--- src/rtl/mc_controller.sv ---
// Multicycle MIPS-subset main controller: Moore FSM sequencing the shared datapath.
// Optional bne support is built when MC_CONTROLLER_BNE_EN is defined.
module mc_controller (
    input  logic       clk,
    input  logic       reset,
    input  logic [5:0] opcode,
    input  logic [5:0] funct,
    input  logic       zero,
    output logic       pcen,
    output logic       irwrite,
    output logic       regwrite,
    output logic       memwrite,
    output logic       alusrca,
    output logic       iord,
    output logic       memtoreg,
    output logic       regdst,
    output logic [1:0] alusrcb,
    output logic [1:0] pcsrc,
    output logic [2:0] alucontrol,
    output logic [3:0] state
);

    typedef enum logic [3:0] {
        S_FETCH   = 4'd0,
        S_DECODE  = 4'd1,
        S_MEMADR  = 4'd2,
        S_MEMRD   = 4'd3,
        S_MEMWB   = 4'd4,
        S_MEMWR   = 4'd5,
        S_RTYPEEX = 4'd6,
        S_RTYPEWB = 4'd7,
        S_BEQEX   = 4'd8,
        S_ADDIEX  = 4'd9,
        S_ADDIWB  = 4'd10,
        S_JEX     = 4'd11
`ifdef MC_CONTROLLER_BNE_EN
        , S_BNEEX = 4'd12
`endif
    } state_e;

    localparam logic [5:0] OP_RTYPE = 6'b000000;
    localparam logic [5:0] OP_LW    = 6'b100011;
    localparam logic [5:0] OP_SW    = 6'b101011;
    localparam logic [5:0] OP_BEQ   = 6'b000100;
    localparam logic [5:0] OP_ADDI  = 6'b001000;
    localparam logic [5:0] OP_J     = 6'b000010;
`ifdef MC_CONTROLLER_BNE_EN
    localparam logic [5:0] OP_BNE   = 6'b000101;
`endif

    localparam logic [2:0] ALU_ADD = 3'b010;
    localparam logic [2:0] ALU_SUB = 3'b110;
    localparam logic [2:0] ALU_AND = 3'b000;
    localparam logic [2:0] ALU_OR  = 3'b001;
    localparam logic [2:0] ALU_SLT = 3'b111;

    state_e state_q, state_d;
    // Load/store direction is captured in DECODE so later opcode changes cannot redirect MEMADR.
    logic   is_sw_q, is_sw_d;
    logic   pcwrite, branch, branch_not;

    always_ff @(posedge clk or posedge reset) begin
        if (reset) begin
            state_q <= S_FETCH;
            is_sw_q <= 1'b0;
        end else begin
            state_q <= state_d;
            is_sw_q <= is_sw_d;
        end
    end

    always_comb begin
        state_d    = state_q;
        is_sw_d    = is_sw_q;
        pcwrite    = 1'b0;
        branch     = 1'b0;
        branch_not = 1'b0;
        irwrite    = 1'b0;
        regwrite   = 1'b0;
        memwrite   = 1'b0;
        alusrca    = 1'b0;
        iord       = 1'b0;
        memtoreg   = 1'b0;
        regdst     = 1'b0;
        alusrcb    = 2'b00;
        pcsrc      = 2'b00;
        alucontrol = ALU_ADD;

        case (state_q)
            S_FETCH: begin
                alusrcb = 2'b01;
                irwrite = 1'b1;
                pcwrite = 1'b1;
                state_d = S_DECODE;
            end
            S_DECODE: begin
                alusrcb = 2'b11;
                is_sw_d = (opcode == OP_SW);
                case (opcode)
                    OP_LW, OP_SW: state_d = S_MEMADR;
                    OP_RTYPE:     state_d = S_RTYPEEX;
                    OP_BEQ:       state_d = S_BEQEX;
                    OP_ADDI:      state_d = S_ADDIEX;
                    OP_J:         state_d = S_JEX;
`ifdef MC_CONTROLLER_BNE_EN
                    OP_BNE:       state_d = S_BNEEX;
`endif
                    default:      state_d = S_FETCH;
                endcase
            end
            S_MEMADR: begin
                alusrca = 1'b1;
                alusrcb = 2'b10;
                state_d = is_sw_q ? S_MEMWR : S_MEMRD;
            end
            S_MEMRD: begin
                iord    = 1'b1;
                state_d = S_MEMWB;
            end
            S_MEMWB: begin
                memtoreg = 1'b1;
                regwrite = 1'b1;
                state_d  = S_FETCH;
            end
            S_MEMWR: begin
                iord     = 1'b1;
                memwrite = 1'b1;
                state_d  = S_FETCH;
            end
            S_RTYPEEX: begin
                alusrca = 1'b1;
                case (funct)
                    6'b100010: alucontrol = ALU_SUB;
                    6'b100100: alucontrol = ALU_AND;
                    6'b100101: alucontrol = ALU_OR;
                    6'b101010: alucontrol = ALU_SLT;
                    default:   alucontrol = ALU_ADD;
                endcase
                state_d = S_RTYPEWB;
            end
            S_RTYPEWB: begin
                regdst   = 1'b1;
                regwrite = 1'b1;
                state_d  = S_FETCH;
            end
            S_BEQEX: begin
                alusrca    = 1'b1;
                alucontrol = ALU_SUB;
                pcsrc      = 2'b01;
                branch     = 1'b1;
                state_d    = S_FETCH;
            end
`ifdef MC_CONTROLLER_BNE_EN
            S_BNEEX: begin
                alusrca    = 1'b1;
                alucontrol = ALU_SUB;
                pcsrc      = 2'b01;
                branch     = 1'b1;
                branch_not = 1'b1;
                state_d    = S_FETCH;
            end
`endif
            S_ADDIEX: begin
                alusrca = 1'b1;
                alusrcb = 2'b10;
                state_d = S_ADDIWB;
            end
            S_ADDIWB: begin
                regwrite = 1'b1;
                state_d  = S_FETCH;
            end
            S_JEX: begin
                pcsrc   = 2'b10;
                pcwrite = 1'b1;
                state_d = S_FETCH;
            end
            default: state_d = S_FETCH;
        endcase

        // Branch outcome uses the zero flag of this same cycle, hence combinational.
        pcen = pcwrite | (branch & (zero ^ branch_not));
    end

    assign state = state_q;

endmodule

--- config.mk ---
export PLATFORM = sky130hd
export DESIGN_NAME = mc_controller
export DESIGN_NICKNAME = d
export VERILOG_FILES = /design/src/rtl/mc_controller.sv
export SDC_FILE = /design/constraint.sdc
export NUM_CORES = 1
export LEC_CHECK = 0
export BUFFER_PORTS_ARGS = -buffer_cell sky130_fd_sc_hd__buf_4
export CAP_MARGIN = 20
export CELL_PAD_IN_SITES_DETAIL_PLACEMENT = 1
export CELL_PAD_IN_SITES_GLOBAL_PLACEMENT = 2
export CORE_UTILIZATION = 21
export DETAILED_ROUTE_END_ITERATION = 10
export PLACE_DENSITY = 0.87
export SYNTH_ARGS = -nofsm -noshare
export SYNTH_HDL_FRONTEND = slang
export SYNTH_SLANG_ARGS = --single-unit
--- constraint.sdc ---
create_clock -name clk -period 2.9 [get_ports clk]
set_input_delay 0.29 -clock clk [delete_from_list [all_inputs] [get_ports clk]]
set_output_delay 0.29 -clock clk [all_outputs]
set_load 0.02 [all_outputs]
[Word level (Yosys, flattened, before mapping)]
Cells that the tools add are included.
Word-level totals
  bits in registers: 5
  output and inout bits: 19
  word-level logic and storage cells: 48
  input bits: 15
Operators by class
  mux-type cells: 16
  bitwise gates (word level): 2
  equal/unequal tests: 20
  reduce and logical (&&, ||, !) cells: 8
Operators by type and width (number)
  equality test 6 bit (second input constant): 6
  case mux 4 bit (6 select lines): 1
  case mux 4 bit (5 select lines): 1
  equality test 4 x 3 -> 1 bit (second input constant): 4
  equality test 4 bit (second input constant): 4
  case mux 3 bit (4 select lines): 1
  2-to-1 mux 1 bit: 9
  equality test 4 x 2 -> 1 bit (second input constant): 2
  OR reduction 2 bit: 4
  equality test 6 x 2 -> 1 bit (second input constant): 1
  equality test 6 x 3 -> 1 bit (second input constant): 1
  equality test 6 x 4 -> 1 bit (second input constant): 1
  zero test 6 bit: 1
  case mux 2 bit (3 select lines): 1
  case mux 3 bit (2 select lines): 1
  equality test 4 x 1 -> 1 bit (second input constant): 1
  zero test 4 bit: 1
  case mux 2 bit (2 select lines): 1
  OR reduction 4 bit: 1
  2-to-1 mux 3 bit: 1
  OR reduction 3 bit: 1
  bitwise AND 1 bit: 1
  bitwise OR 1 bit: 1

[Logic depth before layout (Yosys ltp)]
Gate-level depths: netlist (run 1).
  depth in word-level cells: 4
  gate-level depth with buffers: 4
  depth with buffers taken out: 3

[Worst setup path after synthesis (run 1)]
Ideal clock, no wire load.
  path type: register -> output
  start point: register state_q[2], in the netlist state[2]
  end point: output port pcen
  buffers on the path: 1
  stages on the path, launching flop included: 5
  data arrival time: 1802 ps
  path slack: 808 ps
  data required time: 2610 ps
  cells stage by stage: dfrtp_1 -> clkbuf_1 -> nand2b_1 -> nor3_1 -> a211o_1
On the way
  longest elaborated chain between the ends: 4
  elaborated cells between the ends (all ways): 8
  those cells by class: 2 x eq/ne; 2 x mux; 2 x bitwise; 2 x reduce/logical
RTL lines
  start, declared: line 57  | state_e state_q, state_d;
  start signal, assigned: line 67  | state_q <= state_d;
  equality test 4 bit or zero test 4 bit (tied branches): line 89  | case (state_q)
  OR reduction 2 bit (no source line) or 2-to-1 mux 1 bit (tied branches)
  2-to-1 mux 1 bit or bitwise AND 1 bit (tied branches): line 89, 181
  bitwise OR 1 bit (*): line 181  | pcen = pcwrite | (branch & (zero ^ branch_not));
  end, declared: line 9  | output logic pcen,
Mark *: on every way between the ends. The rest lies on a longest branch, timed or not.

[Worst setup path after layout (run 1)]
  start point: register state_q[0], in the netlist state[0]
  end point: output port alucontrol[1]
On the way
  longest elaborated chain between the ends: 2
  elaborated cells between the ends (all ways): 3
  those cells by class: 2 x eq/ne; 1 x mux
RTL lines
  equality test 4 bit or equality test 4 x 3 -> 1 bit (tied branches): line 89
  case mux 3 bit (2 select lines) (*): line 89
  end, declared: line 19  | output logic [2:0] alucontrol,
Marks and branches as above.

==> results of run 1 <==
==> timing repair <==
item / 4_1_cts / 5_1_grt
resized for setup: 0 / 0
endpoints found under the hold margin: 5 / 0
hold buffers: 1 / 0
buffers inserted: 0 / 0
==> cells in the mapped netlist (2+ instances only) <==
cell type,number
sky130_fd_sc_hd__inv_1,3
sky130_fd_sc_hd__clkbuf_1,5
sky130_fd_sc_hd__nor3_1,4
sky130_fd_sc_hd__nor3b_1,2
sky130_fd_sc_hd__nor2_1,8
sky130_fd_sc_hd__nand2b_1,5
sky130_fd_sc_hd__dfrtp_1,5
sky130_fd_sc_hd__xnor2_1,2
sky130_fd_sc_hd__nand2_1,3
==> state kept, by name, summed over array words and instances (netlist names) <==
signal and count:
is_sw_q 1, state 4
==> power breakdown <==
| group | total, W | switching [W] | internal (W) |
|---|---|---|---|
| Sequential | 0.000145 | 0.0000586 | 0.0000863 |
| Combinational | 0.000389 | 0.000207 | 0.000182 |
| Clock | 0.0000827 | 0.0000306 | 0.0000521 |
==> worst max-delay path, delay by kind of cell, from the launching register on <==
family        cells  cell delay, ps
flops             1             510
simple gates      3            1010
buf+inv           1             160
==> worst paths after layout <==
path                                 from             to  slack (ps)  depth (start not counted)
worst min register to register    is_sw_q        is_sw_q         530                          1
max in group asynchronous           reset        is_sw_q        2230                          3
min in group asynchronous           reset       state[3]         500                          3
worst max-delay path             state[0]  alucontrol[1]         670                          4
worst max register to register   state[0]       state[3]        1140                          3
worst min-delay path            opcode[1]       state[2]         310                          2
==> cells by family (layout without fill, tap and decap cells) <==
kind of cell	count (synthesis)	after routing	share of synthesized area, %
compound gates	13	13	22.7
buf+inv	8	41	5.99
xor+xnor	3	3	5.24
simple gates	33	33	39.2
flops	5	5	24.9
mux	1	1	2.00
==> per-stage QoR <==
stage	cell area [um2]	worst slack (ps)	hold WS (ps)	util, %
after floorplan	502	808	68.5	-
after global placement	766	980	201	34.3
after detailed placement	766	903	202	34.3
after CTS	802	641	291	35.9
after global routing	802	498	298	35.9
final	802	670	309	35.9
==> area by class of cell <==
type | count | share of cell area, %
well taps | 28 | 4.37
flip-flops and latches | 5 | 15.6
inverters | 3 | 1.40
multi-input cells | 50 | 43.2
repair buffers | 34 | 32.1
clock buffers | 4 | 3.28
==> per-layer routing <==
layer / vias to the layer above / wire, um
li1: 301 / -
met5: - / 0
met2: 31 / 776
met3: 3 / 145
met4: 0 / 19
met1: 273 / 663
==> metrics.cfg, run 1 <==
[run_status]
run_status=completed

[global_routing]
grt_max_degree=14
grt.met3_usage_pct=3.87
met1_usage_pct=15.4
grt_util_met2_pct=24.7
grt_pass1_wl_mm=2.71
groute.usage.overall_pct=13.7
grt_overflow_total=0
first_global_vias=612
grt_antenna_before_repair=0
top_usage_layer=met2

[placed_design]
placement.io_buffers=33
gpl.final_weighted_congestion=0.710
dp_hpwl_mm=1.27
numPlacedInstances=119

[timing]
min_period_over_period_pct=76.9
setup-violations-final=0
max_slew_margin_pct=71.6
final_hold_viol_count=0
final_period_minus_worst_setup_slack_ps=2230
fmaxAchievable_mhz=448
worst_pin_slew_ps=426
grt_setup_unrepaired=false
slew_violations=0
totalNegativeSetupSlack_ps=0
finalClockSkew_ps=4.56

[clock_tree]
clock-sinks=5
cts_buffers=3
clock_latency_ps=250
cts-htree-levels=1
cts.root.buffer_cell=sky130_fd_sc_hd__clkbuf_4
clock_tree.buffer_depth=2
cts_tree=yes
worst_setup_hold_path_clk_slew_ps=50

[critical_path]
critPathRequiredTime_ps=2610
setup.worst_path.class=flip-flop to output port
crit_chain=nand2b_1 > or4b_1 > nand2b_1 > buf_4
crit_fanout=13
critPathArrivalTime_ps=1940
critical_path.startpoint_type=flip-flop
path_common_cell=sky130_fd_sc_hd__nand2b_1
timing.critical_path.to_type=output port
cpMaxStageDelayCell=sky130_fd_sc_hd__or4b_1
critPathMaxStageDelay_ps=570

[pwr]
power_leakage_nw=0.370
power_per_cell_area_nw_per_um2=769
max-vdd-ir-drop_mv=0.367
p_total_w=0.000617

[logic_synthesis]
mappedNetlistArea_um2=502
postSynthCellCount=63
post_synth.cell_area_avg_um2=7.96
ys.warnings.count=0
synth-seq-area-share_pct=24.9
synth_ff_type=sky130_fd_sc_hd__dfrtp_1
synth_top_area_share_pct=24.9
asyncSetResetFlopFracSynth_pct=100
synth_largest_area_cell=sky130_fd_sc_hd__dfrtp_1
ff_latch_count_synth=5
syn_nets=78
synth.lib_cells_used.distinct=35
synth-edff-count=0
post_synth_main_area_contributors=sky130_fd_sc_hd__dfrtp_1, sky130_fd_sc_hd__nand2b_1, sky130_fd_sc_hd__nor2_1

[route]
route.vias.total=608
detail_route.wl_per_cell_um=12.9
drc_errors=0
ant_nets=0
drt-initial-drc-count=7
detail_route.first_pass.iterations=3
viasPerCell=4.90
routed_wirelength_mm=1.61

[floorplan]
fp-row-count=17
coreArea_um2=2230
floorplan.io_pins=34
initial_utilization_pct=22.5
die_area_um2=2590
die-width_um=50.9
floorplan.die.height_um=50.9

[layout]
multi_input_area_um2=347
design.final.nets=112
area_growth_syn_to_layout_pct=59.9
antenna_diode_instance_count=0
layout.cells.most_common=sky130_fd_sc_hd__buf_4
layout_cell_share_with_drive_strength_beyond_1_pct=42.7
fillCellCount=280
layout.area.seq_um2=125
final_cell_mix=sky130_fd_sc_hd__buf_4, sky130_fd_sc_hd__nor2_1, sky130_fd_sc_hd__nand2b_1, sky130_fd_sc_hd__dfrtp_1, sky130_fd_sc_hd__nor3_1
post_layout_nonfiller_instances=124

[hold_path]
worstHoldPathType=primary input to flip-flop

[flow_run]
max_cap_viol_count=0

(Power assumes the default switching activity.)
==> run 2, diff against run 1 <==
- CORE_UTILIZATION: 21 -> 18
- PLACE_DENSITY: 0.87 -> 0.8
- clock period: 2.9 -> 1.8 ns (I/O delays scaled with it)
==> run 2 against run 1 <==
Net effect:
- the flow now finishes with violations (negative setup slack)
- flip-flop and latch count unchanged
- via count up 8.9%
- register-to-register slack lost 990 ps
- largest power group unchanged
==> metrics.cfg, run 2 (synthesis gave the netlist of run 1 again) <==
[layout]
layout_cell_share_with_drive_strength_beyond_1_pct=57.1  ; +14 points
antenna_diode_instance_count=0  ; unchanged
flip_flop_count_of_the_largest_register_after_layout=4  ; unchanged
design.final.nets=121  ; +8.0%
layout.cells.most_common=sky130_fd_sc_hd__buf_4
post_layout_nonfiller_instances=135  ; +8.9%
final_cell_mix=sky130_fd_sc_hd__buf_4, sky130_fd_sc_hd__nor2_1, sky130_fd_sc_hd__nand2b_4, sky130_fd_sc_hd__dfrtp_1, sky130_fd_sc_hd__buf_6
final_cell_area_um2=951  ; +19%
area_growth_syn_to_layout_pct=89.5
final_design_utilization_pct=37.4  ; +1.5 points

[critical_path]
crit_fanout=3  ; -10
cpMaxStageDelayCell=sky130_fd_sc_hd__or4b_4
critPathRequiredTime_ps=1620  ; -990 ps
critical_path.startpoint_type=flip-flop
reg2reg_slack_ps=150  ; -990 ps
critPathMaxStageDelay_ps=570  ; about the same
worst_path_dominant_cell_family=simple AND/OR/NAND/NOR gates
setup.worst_path.class=flip-flop to output port
crit_chain=nand2b_4 > or4b_4 > o21bai_2 > buf_6
timing.critical_path.to_type=output port
critPathArrivalTime_ps=1630  ; -310 ps
critPathBufInv=1  ; unchanged

[route]
drc_errors=0  ; unchanged
drt-initial-drc-count=2  ; -5
viasPerCell=4.90  ; about the same
routed_wirelength_mm=1.90  ; +19%
route.vias.total=662  ; +8.9%
ant_nets=0  ; unchanged
detail_route.first_pass.iterations=3  ; unchanged
detail_route.wl_per_cell_um=14.1  ; +8.9%

[timing]
max_slew_margin_pct=71.3  ; -0.33 points
min_period_over_period_pct=100
final_hold_viol_count=0  ; unchanged
fmaxAchievable_mhz=553
grt_setup_unrepaired=true
setup-violations-final=2  ; +2
final_period_minus_worst_setup_slack_ps=1810
fin_ws_ps=-7.03  ; -677 ps
worst_pin_slew_ps=430  ; +3.98 ps
finalClockSkew_ps=6.95  ; +2.39 ps
slew_violations=0  ; unchanged

[placed_design]
gpl.final_weighted_congestion=0.720  ; +1.5%
numPlacedInstances=128  ; +7.6%
dp_hpwl_mm=1.53  ; +20%
post_placement_cell_area_um2=850  ; +11%
placement.io_buffers=33  ; unchanged

[clock_tree]
clock_latency_ps=250  ; about the same
cts.root.buffer_cell=sky130_fd_sc_hd__clkbuf_4
cts-htree-levels=1  ; unchanged
clock_tree.buffer_depth=2  ; unchanged
cts_buffers=3  ; unchanged
cts_tree=yes
worst_setup_hold_path_clk_slew_ps=50  ; about the same
clock-sinks=5  ; unchanged

[pwr]
power_leakage_nw=0.443  ; +20%
p_sw_w=0.000539  ; +82%
power_frac_clock_pct=11.6  ; -1.8 points
power_frac_comb_pct=73.8  ; +11 points
power_per_cell_area_nw_per_um2=1230  ; +60%
cell_internal_pwr_w=0.000631  ; +97%
seqPwrFrac_pct=14.7  ; -8.8 points
max-vdd-ir-drop_mv=0.434  ; +18%
power.share.switching_pct=46.1  ; -2.0 points

[global_routing]
first_global_vias=677  ; +11%
grt_max_degree=12  ; -2
grt_overflow_total=0  ; unchanged
grt_pass1_wl_mm=2.82  ; +3.8%
groute.usage.overall_pct=13.5  ; -0.14 points
grt_antenna_before_repair=0  ; unchanged

[floorplan]
initial_utilization_pct=19.7  ; -2.8 points
floorplan.io_pins=34  ; unchanged
die_area_um2=3000  ; +16%
coreArea_um2=2540  ; +14%
floorplan.die.height_um=54.8  ; +7.7%
die-width_um=54.8  ; +7.7%
fp-row-count=18  ; +1

[flow_run]
max_cap_viol_count=0  ; unchanged

[run_status]
failed_checks=negative setup slack
run_status=finished with violations

[hold_path]
worstHoldPathType=primary input to flip-flop

run 2: power by group through the flow:
stage	registers (W)	logic [W]	clock network (W)
floorplan	0.000195	0.000425	0
global placement	0.000164	0.000788	0
detailed placement	0.000168	0.000799	0
CTS	0.000167	0.000844	0.000139
global route	0.000175	0.000927	0.000151
finish	0.000171	0.000863	0.000135
run 2: cell type report:
type	count	area, um2
clock buffer	4	26.3
fill	321	1590
inverter	3	11.3
multi-input combinational	50	409
sequential	5	126
tap	30	37.5
timing repair buffer	43	340
run 2: metrics by stage:
step | hold WS (ps) | setup slack (ps) | setup TNS (ps) | power [W]
finish | 189 | -7.03 | -10.2 | 0.00117
global route | 183 | -60.0 | -123 | 0.00125
CTS | 176 | -14.4 | -27.9 | 0.00115
detailed placement | 103 | 150 | 0 | 0.000967
global placement | 90.7 | 185 | 0 | 0.000952
floorplan | -41.5 | -19.8 | -19.8 | 0.000620
run 2: final timing paths:
kind                            startpoint            end  cells after the start
worst max-delay path              state[0]  alucontrol[2]                      4
worst min-delay path             opcode[1]       state[2]                      2
worst max register to register    state[2]       state[3]                      3
worst min register to register     is_sw_q        is_sw_q                      1
max in group asynchronous            reset       state[1]                      3
min in group asynchronous            reset       state[0]                      3
run 2: timing repair:
item,in CTS,in global routing
pin swaps,1,0
hold endpoints to repair,5,0
resized for setup,5,6
hold buffers,1,0
setup endpoints to repair,3,4
cloned,0,0
setup buffers,1,1
run 2: worst register-to-register path, stage by stage, from the launching register on:
cell and delay [ps]:
sky130_fd_sc_hd__dfrtp_1 430, sky130_fd_sc_hd__or4b_4 570, sky130_fd_sc_hd__or4_1 430, sky130_fd_sc_hd__o22ai_1 140
run 2: per-layer routing:
| metal | vias up | GRT usage (%) | routed length, um |
|---|---|---|---|
| li1 | 314 | - | - |
| met3 | 0 | 2.78 | 133 |
| met2 | 26 | 27.5 | 1010 |
| met5 | - | 0 | 0 |
| met4 | 0 | 5.13 | 0 |
| met1 | 322 | 12.7 | 757 |
